[config.mk]
export PLATFORM = sky130hd
export DESIGN_NAME = mem_access_stage
export DESIGN_NICKNAME = d
export VERILOG_FILES = /design/src/rtl/mem_access_stage.sv
export SDC_FILE = /design/constraint.sdc
export NUM_CORES = 1
export LEC_CHECK = 0
export CAP_MARGIN = 20
export CORE_MARGIN = 8
export CORE_UTILIZATION = 30
export CTS_BUF_LIST = sky130_fd_sc_hd__clkbuf_8
export CTS_CLUSTER_SIZE = 12
export DETAILED_ROUTE_END_ITERATION = 7
export HOLD_SLACK_MARGIN = 0.08
export PLACE_DENSITY_LB_ADDON = 0.05
export SETUP_SLACK_MARGIN = 0.05
export SLEW_MARGIN = 20
export SYNTH_ARGS = -nofsm -noshare
export SYNTH_HDL_FRONTEND = slang
export SYNTH_SLANG_ARGS = --single-unit
[constraint.sdc]
create_clock -name clk_i -period 6.9 [get_ports clk_i]
set_input_delay 1.38 -clock clk_i [delete_from_list [all_inputs] [get_ports clk_i]]
set_output_delay 1.38 -clock clk_i [all_outputs]
set_load 0.02 [all_outputs]
[src/rtl/mem_access_stage.sv]
// MEM stage: captures one EX/MEM instruction, runs its data-memory access on a req/gnt/rvalid bus, presents it to MEM/WB.
// Optional alignment check enabled by defining MEM_STAGE_MISALIGN_CHECK_EN (adds misalign_o).
module mem_access_stage #(
  parameter int AddrWidth        = 64,
  parameter int DataWidth        = 32,
  parameter bit ClearDataOnReset = 1'b0
) (
  input  logic                 clk_i,
  input  logic                 reset_i,
  input  logic                 valid_i,
  output logic                 ready_o,
  input  logic [63:0]          result_i,
  input  logic [DataWidth-1:0] MuxRes_i,
  input  logic [3:0]           rd_i,
  input  logic                 RegWrite_i,
  input  logic                 MemWrite_i,
  input  logic                 MemRead_i,
  input  logic                 MemToReg_i,
  output logic                 dmem_req_o,
  output logic                 dmem_we_o,
  output logic [AddrWidth-1:0] dmem_addr_o,
  output logic [DataWidth-1:0] dmem_wdata_o,
  input  logic                 dmem_gnt_i,
  input  logic                 dmem_rvalid_i,
  input  logic [DataWidth-1:0] dmem_rdata_i,
  output logic                 valid_o,
  input  logic                 ready_i,
  output logic [63:0]          result_o,
  output logic [DataWidth-1:0] mem_data_o,
  output logic [3:0]           rd_o,
  output logic                 RegWrite_o,
`ifdef MEM_STAGE_MISALIGN_CHECK_EN
  output logic                 misalign_o,
`endif
  output logic                 MemToReg_o
);

  typedef enum logic [1:0] {IDLE, REQ, RESP, FULL} state_t;

  state_t                 state, state_nxt;
  logic                   accept;
  logic                   is_mem;
  logic                   mem_go;
  logic [63:0]            result_p1;
  logic [DataWidth-1:0]   wdata_p1;
  logic [DataWidth-1:0]   mem_data_p1;
  logic [3:0]             rd_p1;
  logic                   regwrite_p1;
  logic                   memtoreg_p1;
  logic                   we_p1;

  assign is_mem = MemRead_i | MemWrite_i;

`ifdef MEM_STAGE_MISALIGN_CHECK_EN
  logic misalign_in;
  logic misalign_p1;
  assign misalign_in = is_mem & (result_i[1:0] != 2'b00);
  assign mem_go      = is_mem & ~misalign_in;
  assign misalign_o  = misalign_p1;
`else
  assign mem_go      = is_mem;
`endif

  always_comb begin
    state_nxt = state;
    ready_o   = 1'b0;
    case (state)
      IDLE: ready_o = 1'b1;
      REQ:  if (dmem_gnt_i) state_nxt = we_p1 ? FULL : RESP;
      RESP: if (dmem_rvalid_i) state_nxt = FULL;
      FULL: begin
        if (ready_i) begin
          ready_o   = 1'b1;
          state_nxt = IDLE;
        end
      end
      default: state_nxt = IDLE;
    endcase
    // A capture overrides the drain-to-IDLE path so back-to-back issue costs no bubble.
    if (valid_i && ready_o) state_nxt = mem_go ? REQ : FULL;
  end

  assign accept = valid_i & ready_o & ~reset_i;

  always_ff @(posedge clk_i) begin
    if (reset_i) state <= IDLE;
    else         state <= state_nxt;
  end

`ifdef MEM_STAGE_MISALIGN_CHECK_EN
  always_ff @(posedge clk_i) begin
    if (reset_i)     misalign_p1 <= 1'b0;
    else if (accept) misalign_p1 <= misalign_in;
  end
`endif

  // Capture stage: EX/MEM inputs -> held registers; RESP fills mem_data.
  always_ff @(posedge clk_i) begin
    if (ClearDataOnReset && reset_i) begin
      result_p1   <= '0;
      wdata_p1    <= '0;
      mem_data_p1 <= '0;
      rd_p1       <= '0;
      regwrite_p1 <= 1'b0;
      memtoreg_p1 <= 1'b0;
      we_p1       <= 1'b0;
    end else if (!reset_i) begin
      if (accept) begin
        result_p1   <= result_i;
        wdata_p1    <= MuxRes_i;
        mem_data_p1 <= '0;
        rd_p1       <= rd_i;
`ifdef MEM_STAGE_MISALIGN_CHECK_EN
        regwrite_p1 <= RegWrite_i & ~misalign_in;
`else
        regwrite_p1 <= RegWrite_i;
`endif
        memtoreg_p1 <= MemToReg_i;
        we_p1       <= MemWrite_i;
      end else if (state == RESP && dmem_rvalid_i) begin
        mem_data_p1 <= dmem_rdata_i;
      end
    end
  end

  assign dmem_req_o   = (state == REQ);
  assign dmem_we_o    = we_p1;
  assign dmem_addr_o  = result_p1[AddrWidth-1:0];
  assign dmem_wdata_o = wdata_p1;

  assign valid_o    = (state == FULL);
  assign result_o   = result_p1;
  assign mem_data_o = mem_data_p1;
  assign rd_o       = rd_p1;
  assign RegWrite_o = regwrite_p1;
  assign MemToReg_o = memtoreg_p1;

endmodule

## Yosys cells after proc, flatten, opt, wreduce, memory -nomap -nowiden

Index checks and enable logic that the tools add are counted.

- Div/mod/pow operators: 0
- $lt $le $gt $ge: 0
- Muxes and demuxes: 10
- Add/sub/neg operators: 0
- Equality and inequality tests: 6
- $mul: 0
- Shift operators: 0
- Bitwise operators: 4
- Reduce and logical (&&, ||, !) cells: 8

Operator list:

| operator | number |
|---|---|
| 32-bit two-way mux | 1 |
| 2-bit two-way mux | 5 |
| 3-bit by 1-bit != test with 1-bit output, second input constant | 2 |
| 2-bit one-hot mux with 3 select lines | 1 |
| 2-bit equality test, second input constant | 2 |
| 2-bit AND reduction | 2 |
| 4-bit AND reduction | 1 |
| 4-bit nonzero test | 1 |
| 3-bit != test, second input constant | 1 |
| 1-bit AND | 2 |
| 2-bit by 1-bit equality test with 1-bit output, second input constant | 1 |
| 1-bit logical AND | 2 |
| 2-bit zero test | 1 |
| 1-bit two-way mux | 2 |
| 1-bit one-hot mux with 2 select lines | 1 |
| 2-bit nonzero test | 1 |
| 1-bit NOT | 1 |
| 1-bit bitwise OR | 1 |

- Bits in read-only memories: 0
- Memories kept: 0
- RAM bits: 0
- Output and inout port bits: 202
- Word-level logic and storage cells: 36
- Register bits: 137
- Bits in latches: 0

## Logic depth before layout (Yosys ltp)

- Word-level depth: 6
- Gate-level depth with buffers: 7

## Worst setup path after synthesis

No wires, ideal clock.

- Path type: input -> register
- Start point: in ready_i
- End point: reg mem_data_p1[0] (netlist: mem_data_o[0]), enable pin
- Slack: 2.989 ns
- Cell stages on the path: 3
- Required time: 6.468 ns
- Data arrival time: 3.479 ns
- Path buffers: 0
- Path through: a21oi_1 > or3b_4 > a21oi_1

- Cells in the longest elaborated chain, start to end: 6

Ends and longest elaborated chain:

| item | line | text |
|---|---|---|
| start: declaration | 27 | `input logic ready_i,` |
| 1-bit two-way mux | 72 | `if (ready_i) begin` |
| 1-bit one-hot mux with 2 select lines | 67 | `case (state)` |
| 1-bit AND (2 in series) | 83 | `assign accept = valid_i & ready_o & ~reset_i;` |
| 2-bit nonzero test (no source line) | n/a |  |
| 2-bit AND reduction (no source line) | n/a |  |
| end signal: assignment | 121 | `mem_data_p1 <= dmem_rdata_i;` |
| end: declaration | 46 | `logic [DataWidth-1:0] mem_data_p1;` |

Every way passes these cells.
A chain may end at the register's enable or synchronous reset.

## Final worst setup path

- Start point: in ready_i
- End point: out ready_o

- Cells in the longest elaborated chain, start to end: 2

Ends and longest elaborated chain:

| item | line | text |
|---|---|---|
| 1-bit two-way mux | 72 |  |
| 1-bit one-hot mux with 2 select lines | 67 |  |
| end: declaration | 11 | `output logic ready_o,` |

Every way passes these cells.

==> results.md <==
- The run finished with clean final reports.
- The number of antenna violations at the first check in global routing is 1.
- The area of the placeable core is 16500 sq um.
- The later-pin clock latency in the skew report is 430 ps.
- The quantity of hold-fixing buffers added after cts is 0.
- The pin slew with the least headroom to its limit is 508 ps.
- STA classifies the critical path startpoint as an input pin.
- Across the run, the number of max-cap violations was 0.
- The count of port buffers added during placement is 343.
- The layout net count is 706.
- The final routed DRC violation total is 0.
- The final critical-path required period is 4090 ps.
- In this run, the number of DRC markers left after iteration 0 of detailed routing was 130.
- The area occupied by registers is 4090 sq um.
- The async set-or-reset flop fraction in the synthesized netlist is 0.
- In the synthesized netlist the dominant register cell turns out to be sky130_fd_sc_hd__edfxtp_1.
- The first detailed-routing pass took 4 iterations.
- The weighted congestion at the end of routability-driven global placement is 0.825.
- In this run, synthesis inferred 135 flip-flops with an integrated enable.
- The H-tree level count is 4.
- The root buffer cell chosen for the clock tree is sky130_fd_sc_hd__clkbuf_8.
- The number of hold-slack violations in the final timing report is 0.
- The worst register-to-register path begins at state[0].
- The instance area at placement is 8230 sq um.
- The number of nets still failing antenna checks after routing is 0.
- The number of buffers on the longest clock path is 2.
- The most common cell in the synthesized netlist is sky130_fd_sc_hd__edfxtp_1.
- The quantity of gates resized following cts is 0.
- For this configuration, the core starts out at a cell density of 0.304.
- Traced cell by cell, the critical path runs through clkdlybuf4s50_1, a21oi_1, nor2_1, clkdlybuf4s50_1.
- The layout overhead on the synthesized area is 71.9%.
- The synthesized area per cell is 19.1 sq um.
- From bottom edge to top edge, the die measures 145 um.
- OpenSTA, run right after detailed placement, puts the worst setup slack at 2670 ps.
- The slowest stage of the critical path is the sky130_fd_sc_hd__clkdlybuf4s50_1 cell.
- In the synthesized netlist, the cells that appear most often are 135 x sky130_fd_sc_hd__edfxtp_1, 64 x sky130_fd_sc_hd__buf_4, 32 x sky130_fd_sc_hd__nor2b_1.
- For the worst flop-to-flop path, the logic depth is 7.
- The routed design has 16200 um of wire.
- The worst setup margin is 2810 ps.
- The x dimension of the die is 145 um.
- In this run the register-to-register setup slack is 4190 ps.
- The worst hold path passes through 2 cells.
- Across every metal layer, demand over resource in global routing totals 0.152.
- The cell that appears most often on the critical path is sky130_fd_sc_hd__clkdlybuf4s50_1.
- The pin count of the biggest net entering global routing is 97.
- The TritonCTS clock tree is built.
- Synthesis produced a netlist with a net count of 408.
- Clock skew on the completed layout was measured at 10.1 ps.
- 0 antenna diodes ended up in the layout.
- In this run the post-CTS setup repair buffer count came out at 0.
- The share of the Yosys chip area taken by registers is 0.818.
- In this run, synthesis produced a sequential element count of 137.
- Derived from the worst setup path, the maximum achievable clock frequency is 244 MHz.
- The largest single stage delay on the critical path is 610 ps.
- Dividing total power by cell area gives a power density of 289 nW/um^2.
- The worst hold path begins at state[1].
- In this run the static leakage power is 2.98 nW.
- The number of unique standard cell types used by synthesis is 22.
- Setup repair after global routing left no endpoint under its margin.
- Data on the critical path is required at its endpoint by 5520 ps.
- The number of vias in the routed layout is 3208.
- The area share of the leading cell type in the synthesized netlist is 0.810.
- The endpoint identified for the worst register-to-register timing path is mem_data_o[26].
- STA puts the critical path data arrival time at 2710 ps.
- The final cell area excluding filler cells is 8600 sq um.
- The endpoint of the worst hold-timing path is state[1].
- The number of warnings reported in the yosys synthesis log is 0.
- The maximum resistive drop on vdd is 0.182 mV.
- The cell area after technology mapping is 5000 sq um.
- Setup total negative slack on the finished layout was measured at 0 ps.
- Of all nets on the critical path, the largest fanout is 3.
- The clock edge transition at the registers on the reported setup and hold paths is 70 ps.
- The multi-input combinational cells in the finished layout cover a total of 393 sq um.
- Sorting the synthesized cells by area gives the leading types as sky130_fd_sc_hd__edfxtp_1 81%, sky130_fd_sc_hd__buf_4 9.6%, sky130_fd_sc_hd__nor2b_1 4.0%, sky130_fd_sc_hd__ha_1 1.0%, sky130_fd_sc_hd__dfxtp_1 0.80%.
- The share of the clock period used by the worst path is 0.593.
- The die area is 21100 sq um.
- Of the cells placed in the final design, the portion with a size suffix greater than 1 is 0.0577.
- The floorplan has 47 rows.
- The wire length per cell is 20.5 um.
- The worst relative slew slack is 0.661.
- Using the TritonRoute via totals, the vias-per-cell ratio works out to 4.05.
- The I/O pin count is 344.
- The first-pass GRT wire length is 23600 um.
- The worst min-delay path class is register to register.
- The via count of the first global-routing pass is 3449.
- For this run the aggregate overflow at the end of global routing stands at 0.
- The worst setup path is of the input pin to primary output kind.
- CTS saw 137 sinks.
- The number of slew-limit violations in the final report was 0.
- The gate count of the mapped netlist is 262.
- After filler insertion, the fill cell instance count of the layout stands at 1386.
- The category of the worst setup path capture point is a primary output.
- The detailed placement HPWL is 12900 um.
- The number of buffers inserted during clock tree synthesis is 17.
- The biggest area consumer among synthesized cells is sky130_fd_sc_hd__edfxtp_1.
- The setup violation total in the final timing report is 0.
==> placed cells by master, fill, tap and decap left out <==
cell type	n
sky130_fd_sc_hd__a21oi_1	1
sky130_fd_sc_hd__a21oi_4	1
sky130_fd_sc_hd__a22oi_1	1
sky130_fd_sc_hd__a311oi_1	3
sky130_fd_sc_hd__and3_1	1
sky130_fd_sc_hd__buf_12	2
sky130_fd_sc_hd__buf_16	1
sky130_fd_sc_hd__bufinv_16	1
sky130_fd_sc_hd__clkbuf_8	17
sky130_fd_sc_hd__clkdlybuf4s50_1	343
sky130_fd_sc_hd__clkinv_1	2
sky130_fd_sc_hd__clkinv_2	8
sky130_fd_sc_hd__clkinvlp_4	1
sky130_fd_sc_hd__dfxtp_1	2
sky130_fd_sc_hd__edfxtp_1	135
sky130_fd_sc_hd__ha_1	4
sky130_fd_sc_hd__inv_1	6
sky130_fd_sc_hd__mux2i_1	1
sky130_fd_sc_hd__nand2_1	1
sky130_fd_sc_hd__nand2b_1	1
sky130_fd_sc_hd__nand4_1	1
sky130_fd_sc_hd__nor2_1	1
sky130_fd_sc_hd__nor2_4	1
sky130_fd_sc_hd__nor2b_1	32
sky130_fd_sc_hd__nor3b_1	1
sky130_fd_sc_hd__nor4bb_1	1
sky130_fd_sc_hd__o21ai_0	1
sky130_fd_sc_hd__or3_1	1
sky130_fd_sc_hd__or3b_4	1
==> routing by layer <==
metal	vias to the layer above	GRT usage	routed length (um)
li1	1485	-	-
met1	1507	0.141	5440
met2	193	0.273	8510
met3	21	0.0877	2020
met4	2	0.0547	254
met5	-	0	13
==> logic make-up (layout without fill, tap and decap cells) <==
family / Yosys count / in the layout / share of synthesized area
AOI/OAI and AO/OA: 7 / 7 / 0.00975
buffers and inverters: 71 / 381 / 0.106
adders and majority gates: 4 / 4 / 0.0100
and+or+nand+nor: 42 / 42 / 0.0545
DFF: 137 / 137 / 0.818
muxes: 1 / 1 / 0.00200
==> area by class of cell <==
cell class	count	area share
multi-input cells	54	0.0457
flip-flops and latches	137	0.476
inverters	4	0.00174
well taps	220	0.0320
repair buffers	346	0.407
clock buffers	17	0.0272
clock inverters	14	0.0108
==> per-stage QoR <==
| step | std cells | power (mW) | utilization | hold WS, ps |
|---|---|---|---|---|
| 6_report | 792 | 2.49 | 0.523 | 683 |
| 5_1_grt | 792 | 2.60 | 0.523 | 719 |
| 4_1_cts | 790 | 2.51 | 0.520 | 683 |
| 3_5_place_dp | 759 | 1.95 | 0.500 | 672 |
| 3_3_place_gp | 759 | 1.94 | 0.500 | 658 |
| 2_1_floorplan | 262 | 1.55 | - | 612 |
==> where the power goes <==
group / internal, mW / switching [mW] / total (mW) / leakage, nW
clock: 0.271 / 0.286 / 0.557 / 0.182
combinational: 0.381 / 0.423 / 0.804 / 1.55
sequential: 1.08 / 0.0471 / 1.13 / 1.25
total: 1.73 / 0.756 / 2.49 / 2.98
==> worst max-delay path, delay by kind of cell <==
kind	cells	cell delay, ps
simple gates	1	100
compound gates	1	110
buf+inv	2	1110
==> worst max path at each step <==
stage	slack [ps]	start	endpoint	cells after the start
5_1_grt	2700	ready_i	ready_o	4
2_1_floorplan	2990	ready_i	mem_data_o[0]	3
4_1_cts	2810	ready_i	ready_o	4
3_3_place_gp	2760	ready_i	dmem_addr_o[13]	5
3_5_place_dp	2670	ready_i	mem_data_o[22]	6
6_report	2810	ready_i	ready_o	4
==> flip-flops by register name, summed over array words and instances (netlist names) <==
| register | count |
|---|---|
| dmem_addr_o | 64 |
| dmem_wdata_o | 32 |
| mem_data_o | 32 |
| rd_o | 4 |
| state | 2 |
| MemToReg_o | 1 |
| RegWrite_o | 1 |
| dmem_we_o | 1 |
Note: power is estimated with default switching activity, not from simulation.
